`config.mk`:
```
export PLATFORM = sky130hd
export DESIGN_NAME = uart_counter_cmd_ctrl
export DESIGN_NICKNAME = d
export VERILOG_FILES = /design/src/rtl/uart_counter_cmd_ctrl.sv
export SDC_FILE = /design/constraint.sdc
export NUM_CORES = 1
export LEC_CHECK = 0
export ABC_AREA = 0
export BUFFER_PORTS_ARGS = -buffer_cell sky130_fd_sc_hd__buf_2
export CORE_MARGIN = 4
export CORE_UTILIZATION = 46
export CTS_BUF_LIST = sky130_fd_sc_hd__clkbuf_4
export CTS_CLUSTER_DIAMETER = 30
export DETAILED_ROUTE_END_ITERATION = 7
export HOLD_SLACK_MARGIN = 0.02
export PLACE_DENSITY = 0.66
export SYNTH_ARGS = -nofsm -noshare
export SYNTH_HDL_FRONTEND = slang
export SYNTH_SLANG_ARGS = --single-unit
```
`constraint.sdc`:
```
create_clock -name clk -period 3.8 [get_ports clk]
set_clock_uncertainty 0.15 [all_clocks]
set_input_delay 0.76 -clock clk [delete_from_list [all_inputs] [get_ports clk]]
set_output_delay 0.76 -clock clk [all_outputs]
set_load 0.1 [all_outputs]
```
`src/rtl/uart_counter_cmd_ctrl.sv`:
```
// Command sequencer between the UART and the 0-9999 counter datapath: merges buttons and
// UART command bytes into run/mode/clear controls and streams "DDDD\r\n" status reports.
module uart_counter_cmd_ctrl #(
    parameter int COUNT_W     = 14,
    parameter int MAX_COUNT   = 9999,
    parameter int ACK_TIMEOUT = 1023
) (
    input  logic               clk,
    input  logic               rst,
    input  logic [7:0]         rx_data,
    input  logic               rx_done,
    input  logic               btn_enable,
    input  logic               btn_clear,
    input  logic               btn_mode,
    input  logic [COUNT_W-1:0] count_in,
    input  logic               tx_busy,
    output logic               enable,
    output logic               mode,
    output logic               clear,
    output logic               tx_start,
    output logic [7:0]         tx_data,
    output logic               cmd_err
);

    localparam int SH_W  = 16 + COUNT_W;
    localparam int CNT_W = $clog2(COUNT_W + 1);
    localparam int TMO_W = $clog2(ACK_TIMEOUT + 1);

    typedef enum logic [2:0] {
        ST_IDLE      = 3'd0,
        ST_CONV      = 3'd1,
        ST_SEND      = 3'd2,
        ST_WAIT_ACK  = 3'd3,
        ST_WAIT_DONE = 3'd4
    } state_t;

    // One shift-add-3 step: bcd digits live above the binary operand in a single register.
    function automatic logic [SH_W-1:0] dd_step(input logic [SH_W-1:0] v);
        logic [SH_W-1:0] t;
        t = v;
        for (int i = 0; i < 4; i++) begin
            if (t[COUNT_W + 4*i +: 4] >= 4'd5) begin
                t[COUNT_W + 4*i +: 4] = t[COUNT_W + 4*i +: 4] + 4'd3;
            end else begin
                t[COUNT_W + 4*i +: 4] = t[COUNT_W + 4*i +: 4];
            end
        end
        return {t[SH_W-2:0], 1'b0};
    endfunction

    function automatic logic [7:0] report_byte(input logic [15:0] bcd, input logic [2:0] idx);
        logic [7:0] b;
        case (idx)
            3'd0:    b = 8'h30 + {4'h0, bcd[15:12]};
            3'd1:    b = 8'h30 + {4'h0, bcd[11:8]};
            3'd2:    b = 8'h30 + {4'h0, bcd[7:4]};
            3'd3:    b = 8'h30 + {4'h0, bcd[3:0]};
            3'd4:    b = 8'h0D;
            default: b = 8'h0A;
        endcase
        return b;
    endfunction

    state_t             state_q, state_d;
    logic [SH_W-1:0]    shift_q, shift_d;
    logic [CNT_W-1:0]   conv_cnt_q, conv_cnt_d;
    logic [2:0]         byte_idx_q, byte_idx_d;
    logic [TMO_W-1:0]   tmo_q, tmo_d;
    logic               tx_start_q, tx_start_d;
    logic [7:0]         tx_data_q, tx_data_d;
    logic               cmd_err_q, cmd_err_d;
    logic               enable_q, enable_d;
    logic               mode_q, mode_d;
    logic               clear_q, clear_d;
    logic               btn_en_prev_q, btn_clr_prev_q, btn_mode_prev_q;

    logic [7:0]         rx_uc_s;
    logic               cmd_r_s, cmd_m_s, cmd_c_s, cmd_s_s, cmd_unk_s;
    logic               fsm_err_s;
    logic [COUNT_W-1:0] snap_s;

    // Command decode; clearing bit 5 folds lower-case letters onto upper case.
    always_comb begin
        rx_uc_s   = rx_data & 8'hDF;
        cmd_r_s   = rx_done && (rx_uc_s == 8'h52);
        cmd_m_s   = rx_done && (rx_uc_s == 8'h4D);
        cmd_c_s   = rx_done && (rx_uc_s == 8'h43);
        cmd_s_s   = rx_done && (rx_uc_s == 8'h53);
        cmd_unk_s = rx_done && !(cmd_r_s || cmd_m_s || cmd_c_s || cmd_s_s);
        snap_s    = (count_in > COUNT_W'(MAX_COUNT)) ? COUNT_W'(MAX_COUNT) : count_in;
    end

    // Control levels: a button edge and a UART command on the same control merge into one event.
    always_comb begin
        enable_d = enable_q ^ (cmd_r_s | (btn_enable & ~btn_en_prev_q));
        mode_d   = mode_q ^ (cmd_m_s | (btn_mode & ~btn_mode_prev_q));
        clear_d  = cmd_c_s | (btn_clear & ~btn_clr_prev_q);
        cmd_err_d = cmd_unk_s | (cmd_s_s && (state_q != ST_IDLE)) | fsm_err_s;
    end

    // Report FSM next-state and transmit outputs.
    always_comb begin
        state_d    = state_q;
        shift_d    = shift_q;
        conv_cnt_d = conv_cnt_q;
        byte_idx_d = byte_idx_q;
        tmo_d      = tmo_q;
        tx_start_d = 1'b0;
        tx_data_d  = tx_data_q;
        fsm_err_s  = 1'b0;
        case (state_q)
            ST_IDLE: begin
                if (cmd_s_s) begin
                    shift_d    = {16'h0000, snap_s};
                    conv_cnt_d = '0;
                    byte_idx_d = 3'd0;
                    state_d    = ST_CONV;
                end else begin
                    state_d = ST_IDLE;
                end
            end
            ST_CONV: begin
                shift_d = dd_step(shift_q);
                if (conv_cnt_q == CNT_W'(COUNT_W - 1)) begin
                    state_d = ST_SEND;
                end else begin
                    conv_cnt_d = conv_cnt_q + 1'b1;
                end
            end
            ST_SEND: begin
                if (!tx_busy) begin
                    tx_data_d  = report_byte(shift_q[SH_W-1 -: 16], byte_idx_q);
                    tx_start_d = 1'b1;
                    tmo_d      = '0;
                    state_d    = ST_WAIT_ACK;
                end else begin
                    state_d = ST_SEND;
                end
            end
            ST_WAIT_ACK: begin
                if (tx_busy) begin
                    state_d = ST_WAIT_DONE;
                end else if (tmo_q == TMO_W'(ACK_TIMEOUT - 1)) begin
                    fsm_err_s = 1'b1;
                    state_d   = ST_IDLE;
                end else begin
                    tmo_d = tmo_q + 1'b1;
                end
            end
            ST_WAIT_DONE: begin
                if (!tx_busy) begin
                    if (byte_idx_q == 3'd5) begin
                        state_d = ST_IDLE;
                    end else begin
                        byte_idx_d = byte_idx_q + 3'd1;
                        state_d    = ST_SEND;
                    end
                end else begin
                    state_d = ST_WAIT_DONE;
                end
            end
            default: state_d = ST_IDLE;
        endcase
    end

    // State and output registers.
    always_ff @(posedge clk or posedge rst) begin
        if (rst) begin
            state_q         <= ST_IDLE;
            shift_q         <= '0;
            conv_cnt_q      <= '0;
            byte_idx_q      <= 3'd0;
            tmo_q           <= '0;
            tx_start_q      <= 1'b0;
            tx_data_q       <= 8'h00;
            cmd_err_q       <= 1'b0;
            enable_q        <= 1'b0;
            mode_q          <= 1'b0;
            clear_q         <= 1'b0;
            btn_en_prev_q   <= 1'b0;
            btn_clr_prev_q  <= 1'b0;
            btn_mode_prev_q <= 1'b0;
        end else begin
            state_q         <= state_d;
            shift_q         <= shift_d;
            conv_cnt_q      <= conv_cnt_d;
            byte_idx_q      <= byte_idx_d;
            tmo_q           <= tmo_d;
            tx_start_q      <= tx_start_d;
            tx_data_q       <= tx_data_d;
            cmd_err_q       <= cmd_err_d;
            enable_q        <= enable_d;
            mode_q          <= mode_d;
            clear_q         <= clear_d;
            btn_en_prev_q   <= btn_enable;
            btn_clr_prev_q  <= btn_clear;
            btn_mode_prev_q <= btn_mode;
        end
    end

    assign enable   = enable_q;
    assign mode     = mode_q;
    assign clear    = clear_q;
    assign tx_start = tx_start_q;
    assign tx_data  = tx_data_q;
    assign cmd_err  = cmd_err_q;

endmodule

```
Word level (Yosys, flattened, before mapping)
Cells that the tools add are included.
{"block": "word_totals", "elab_cells": 122, "out_inout_bits": 13, "regBits": 66, "input_bits": 29}
{"block": "classes", "n_eq_ne": 24, "magnitude_cmp": 5, "n_bitwise": 14, "mux": 32, "addsub": 11, "reduce_logical": 22}
{"cell": "30-bit case mux with 2 select lines", "n": 1}
{"cell": "7-bit case mux with 5 select lines", "n": 1}
{"cell": "10-bit 2-to-1 mux", "n": 3}
{"cell": "30-bit 2-to-1 mux", "n": 1}
{"cell": "6-bit by 4-bit adder with 7-bit output (first input constant)", "n": 4}
{"cell": "7-bit by 6-bit equality test with 1-bit output (second input constant)", "n": 4}
{"cell": "3-bit 2-to-1 mux", "n": 8}
{"cell": "4-bit 2-to-1 mux", "n": 5}
{"cell": "10-bit case mux with 2 select lines", "n": 1}
{"cell": "4-bit by 3-bit greater-or-equal comparator with 1-bit output (second input constant)", "n": 4}
{"cell": "2-bit inequality test (second input constant)", "n": 8}
{"cell": "3-bit case mux with 5 select lines", "n": 1}
{"cell": "14-bit greater-than comparator (second input constant)", "n": 1}
{"cell": "14-bit 2-to-1 mux", "n": 1}
{"cell": "4-bit by 2-bit adder with 4-bit output (second input constant)", "n": 3}
{"cell": "3-bit by 2-bit equality test with 1-bit output (second input constant)", "n": 4}
{"cell": "10-bit by 1-bit adder with 10-bit output (second input constant)", "n": 1}
{"cell": "10-bit equality test (second input constant)", "n": 1}
{"cell": "3-bit equality test (second input constant)", "n": 3}
{"cell": "4-bit case mux with 2 select lines", "n": 1}
{"cell": "4-bit AND reduction", "n": 2}
{"cell": "1-bit 2-to-1 mux", "n": 7}
{"cell": "3-bit by 1-bit equality test with 1-bit output (second input constant)", "n": 2}
{"cell": "1-bit logical AND", "n": 6}
{"cell": "18 further kinds", "n": 35}

Depth between registers and ports, before layout
{"block": "logic_depth", "ltp_word": 9, "depth_mapped": 6, "depth_no_buf": 6}

Worst setup path after synthesis
No wires, ideal clock.
{"block": "synth_path", "path_kind": "input to register", "start": "input port rx_data[2]", "end": "register shift_q[3]", "required_time_ps": 3506, "n_path_buf": 1, "slack_ps": 1541, "cell_stages": 5, "setup_ps": 144, "arrival_ps": 1965, "cell_sequence": "nand4bb_1 -> or4_4 -> buf_6 -> a21oi_4 -> a222oi_1"}
{"block": "synth_between", "elab_chain_len": 4}
{"item": "from (decl)", "line_no": "10", "source": "input logic [7:0] rx_data,"}
{"item": "7-bit by 6-bit equality test with 1-bit output", "line_no": "88", "source": "cmd_s_s = rx_done && (rx_uc_s == 8'h53);"}
{"item": "1-bit logical AND", "line_no": "88"}
{"item": "2-bit inequality test (no source line)"}
{"item": "2-bit AND reduction (no source line)"}
{"item": "to (signal assigned)", "line_no": "185", "source": "shift_q <= shift_d;"}
{"item": "to (decl)", "line_no": "65", "source": "logic [SH_W-1:0] shift_q, shift_d;"}
Every way passes these cells.
A chain may end at the register's enable or synchronous reset.

Worst setup path after layout
{"block": "layout_path", "start": "input port rx_data[2]", "end": "register shift_q[7]"}
Same word-level chain as after synthesis.

==> reports/qor.csv <==
metric;value;unit
status;finished, final reports clean;
largest net degree at the start of global routing;32;
Post-Synthesis Cells;326;
CP startpoint kind;input port;
EDFF count, synth;0;
P_int;1.627;mW
Final Power;2.919;mW
Nets;414;
CTS buffer count;9;
maximum clock rate;398.0;MHz
CTS tree;yes;
area leader, netlist;dfrtp_1;
crit path max fanout;17;
Synth async-reset ratio;100.0;%
Setup crit end;shift_q[7]$_DFFE_PP0P_;
Routed WL per cell;15.12;microns
combinational share of power;44.3;%
sequential fraction of the synthesis area;46.87;%
crit end category;register;
share of layout cells above drive strength 1;18.50;%
Clock Pin Slew Worst Setup and Hold Paths;0.11;ns
core box area;6944;sq um
Worst EP required;3.95;ns
Arrival @ worst endpoint;2.66;ns
port buffer count;38;
sw power;1.293;mW
CTS root buf;clkbuf_4;
first-pass GRT wire length;12370;microns
Worst-Skew Late Latency;0.41;ns
routed wire length;7092;microns
DIE WIDTH;93.51;microns
Sink Count;63;
HPWL after DPL;5118;microns
Hold-fix buffers, CTS;0;
fin crit period;2.513;ns
slew margin rel.;42.88;%
post-cts resize count;0;
Register-to-Register Path Depth;5;
# IOs;42;
mapped cell area;3363;sq um
period utilization;66.12;%
initial antenna violation count;0;
final RePlAce weighted congestion;0.7662;
Synth-to-Final Area Change;12.83;%
Pleak;1.731;nW
initial drt markers;114;
Tightest Pin Transition;0.8489;ns
Synth top area share;46.88;%
syn avg cell area;10.32;sq um
final hold viol count;0;
clock share of power;17.6;%
H-tree depth;3;
Peak supply drop;0.0004460;V
GR Util All Layers;17.63;%
die area;8743;sq um
Setup violations, final;0;
Setup TNS;0;ns
vias per inst;5.672;
# diodes;0;
Flop pwr share;38.1;%
Cell variety after synth;60;
Critical Path Source;rx_data[2];
GRT overflow;0;
Crit Path Class;input port to register;
Post-DRT Antenna Nets;0;
pre-CTS setup slack;0.8581;ns
# DRC;0;
num rows;30;
Pwr Density;769.3;nW/um^2
vias in the first global route;2688;
yosys warns;0;
Die H;93.51;microns
1st-pass router iterations;4;
top post-synthesis cells by area;dfrtp_1 47%, ha_1 6.3%, inv_1 3.5%;
worst hold path class;input port to asynchronous set/reset pin;
RR Startpoint;state_q[2]$_DFFE_PP0P_;
max-capacitance violation count;0;
clk buf depth;2;
flop2flop setup slack;1.53;ns
overall via count from detail_route;2660;
post-synthesis register bit count;63;
RSZ-0062 raised after global routing;false;
Initial Util;48.43;%
switch share;44.28;%
Setup Fix Bufs, Post-CTS;0;
Final Max Tran Viols;0;
Top FF cell, synth;dfrtp_1;
Worst Slack Setup Final;1.287;ns
worst r2r dst;tx_data[4]$_DFFE_PP0P_;
critical path: stages:
cell,delay (ns)
buf_2,0.11
nand4bb_1,0.29
o21bai_1,0.50
nand2_1,0.33
buf_4,0.29
a221o_1,0.37
final cells by class:
type,instances,area [sq um]
clock buffers,9,67.56
clock inverters,7,87.58
fillers,650,3149
inverters,32,122.6
multi-input cells,220,1600
flip-flops and latches,63,1577
well taps,96,120.1
repair buffers,42,220.2
cells by family (layout without fill, tap and decap cells):
logic type / after synthesis / after routing / share of synthesized area, %
flops: 63 / 63 / 46.87
other cells: 1 / 2 / 0.1115
mux: 9 / 9 / 2.753
simple gates: 87 / 87 / 14.10
compound gates: 96 / 96 / 21.69
buf+inv: 44 / 90 / 5.804
xor+xnor: 9 / 9 / 2.344
fa+ha+maj: 17 / 17 / 6.324
routing by layer:
layer	vias up	share of wire (%)	GRT usage (%)
li1	1282	-	-
met1	1320	49	24.16
met2	49	46	27.64
met3	9	3.3	3.701
met4	0	1.6	6.105
met5	-	0	0
power by group through the flow:
| stage | combinational, mW | clock, mW | sequential, mW |
|---|---|---|---|
| after global routing | 1.43 | 0.561 | 1.15 |
| after detailed placement | 1.30 | 0 | 1.12 |
| final | 1.29 | 0.514 | 1.11 |
| after global placement | 1.27 | 0 | 1.11 |
| after floorplan | 0.845 | 0 | 1.30 |
| after CTS | 1.31 | 0.530 | 1.11 |
placed cells by master, fill, tap and decap left out, types with 8 or more instances in the layout:
| master | netlist | layout |
|---|---|---|
| a22o_1 | 13 | 13 |
| nand2_1 | 18 | 18 |
| clkbuf_4 | 0 | 9 |
| inv_1 | 31 | 30 |
| o21ai_0 | 14 | 14 |
| ha_1 | 17 | 17 |
| dfrtp_1 | 63 | 63 |
| nand3_1 | 8 | 8 |
| buf_2 | 4 | 38 |
| nor2_1 | 17 | 17 |
| a21oi_1 | 18 | 18 |
worst min-delay path by stage:
| stage | from | end | slack, ns | cells past startpoint |
|---|---|---|---|---|
| after floorplan | btn_clr_prev_q$_DFF_PP0_ | clear$_DFF_PP0_ | 0.25 | 1 |
| after global placement | btn_clr_prev_q$_DFF_PP0_ | clear$_DFF_PP0_ | 0.27 | 1 |
| after detailed placement | btn_clr_prev_q$_DFF_PP0_ | clear$_DFF_PP0_ | 0.27 | 1 |
| after CTS | rst | tmo_q[9]$_DFFE_PP0P_ | 0.11 | 2 |
| after global routing | rst | tmo_q[9]$_DFFE_PP0P_ | 0.12 | 2 |
| final | rst | tmo_q[9]$_DFFE_PP0P_ | 0.13 | 2 |
registers in the layout, summed over array words and instances (netlist names):
name / count
shift_q: 30
state_q: 3
byte_idx_q: 3
conv_cnt_q: 4
btn_mode_prev_q: 1
btn_en_prev_q: 1
cmd_err: 1
tx_data: 5
tx_start: 1
mode: 1
tmo_q: 10
clear: 1
btn_clr_prev_q: 1
enable: 1
synth_stat cells (3+ instances only):
library cell  number
a222oi_1           5
a21oi_1           18
mux2i_1            7
xnor2_1            4
o31ai_1            3
nand2_1           18
dfrtp_1           63
o211ai_1           4
ha_1              17
inv_1             31
o2bb2ai_1          3
and2_1             4
o311ai_0           4
nor2_1            17
clkbuf_1           3
nor2b_1            3
buf_2              4
nand2b_1           6
nand4_1            3
nor3b_1            4
nor3_1             6
a221o_1            6
xor2_1             5
buf_4              4
nand3_1            8
o21ai_0           14
a32o_1             5
o32ai_1            3
a22o_1            13
per-stage QoR:
step / hold slack [ns] / cells / cell area, sq um / utilization (%)
2_1_floorplan: 0.2542 / 327 / 3367 / -
3_3_place_gp: 0.2686 / 453 / 3640 / 52.41
3_5_place_dp: 0.2743 / 453 / 3640 / 52.41
4_1_cts: 0.1106 / 469 / 3795 / 54.65
5_1_grt: 0.1155 / 469 / 3795 / 54.65
6_report: 0.1255 / 469 / 3795 / 54.65
(Power assumes the default switching activity.)
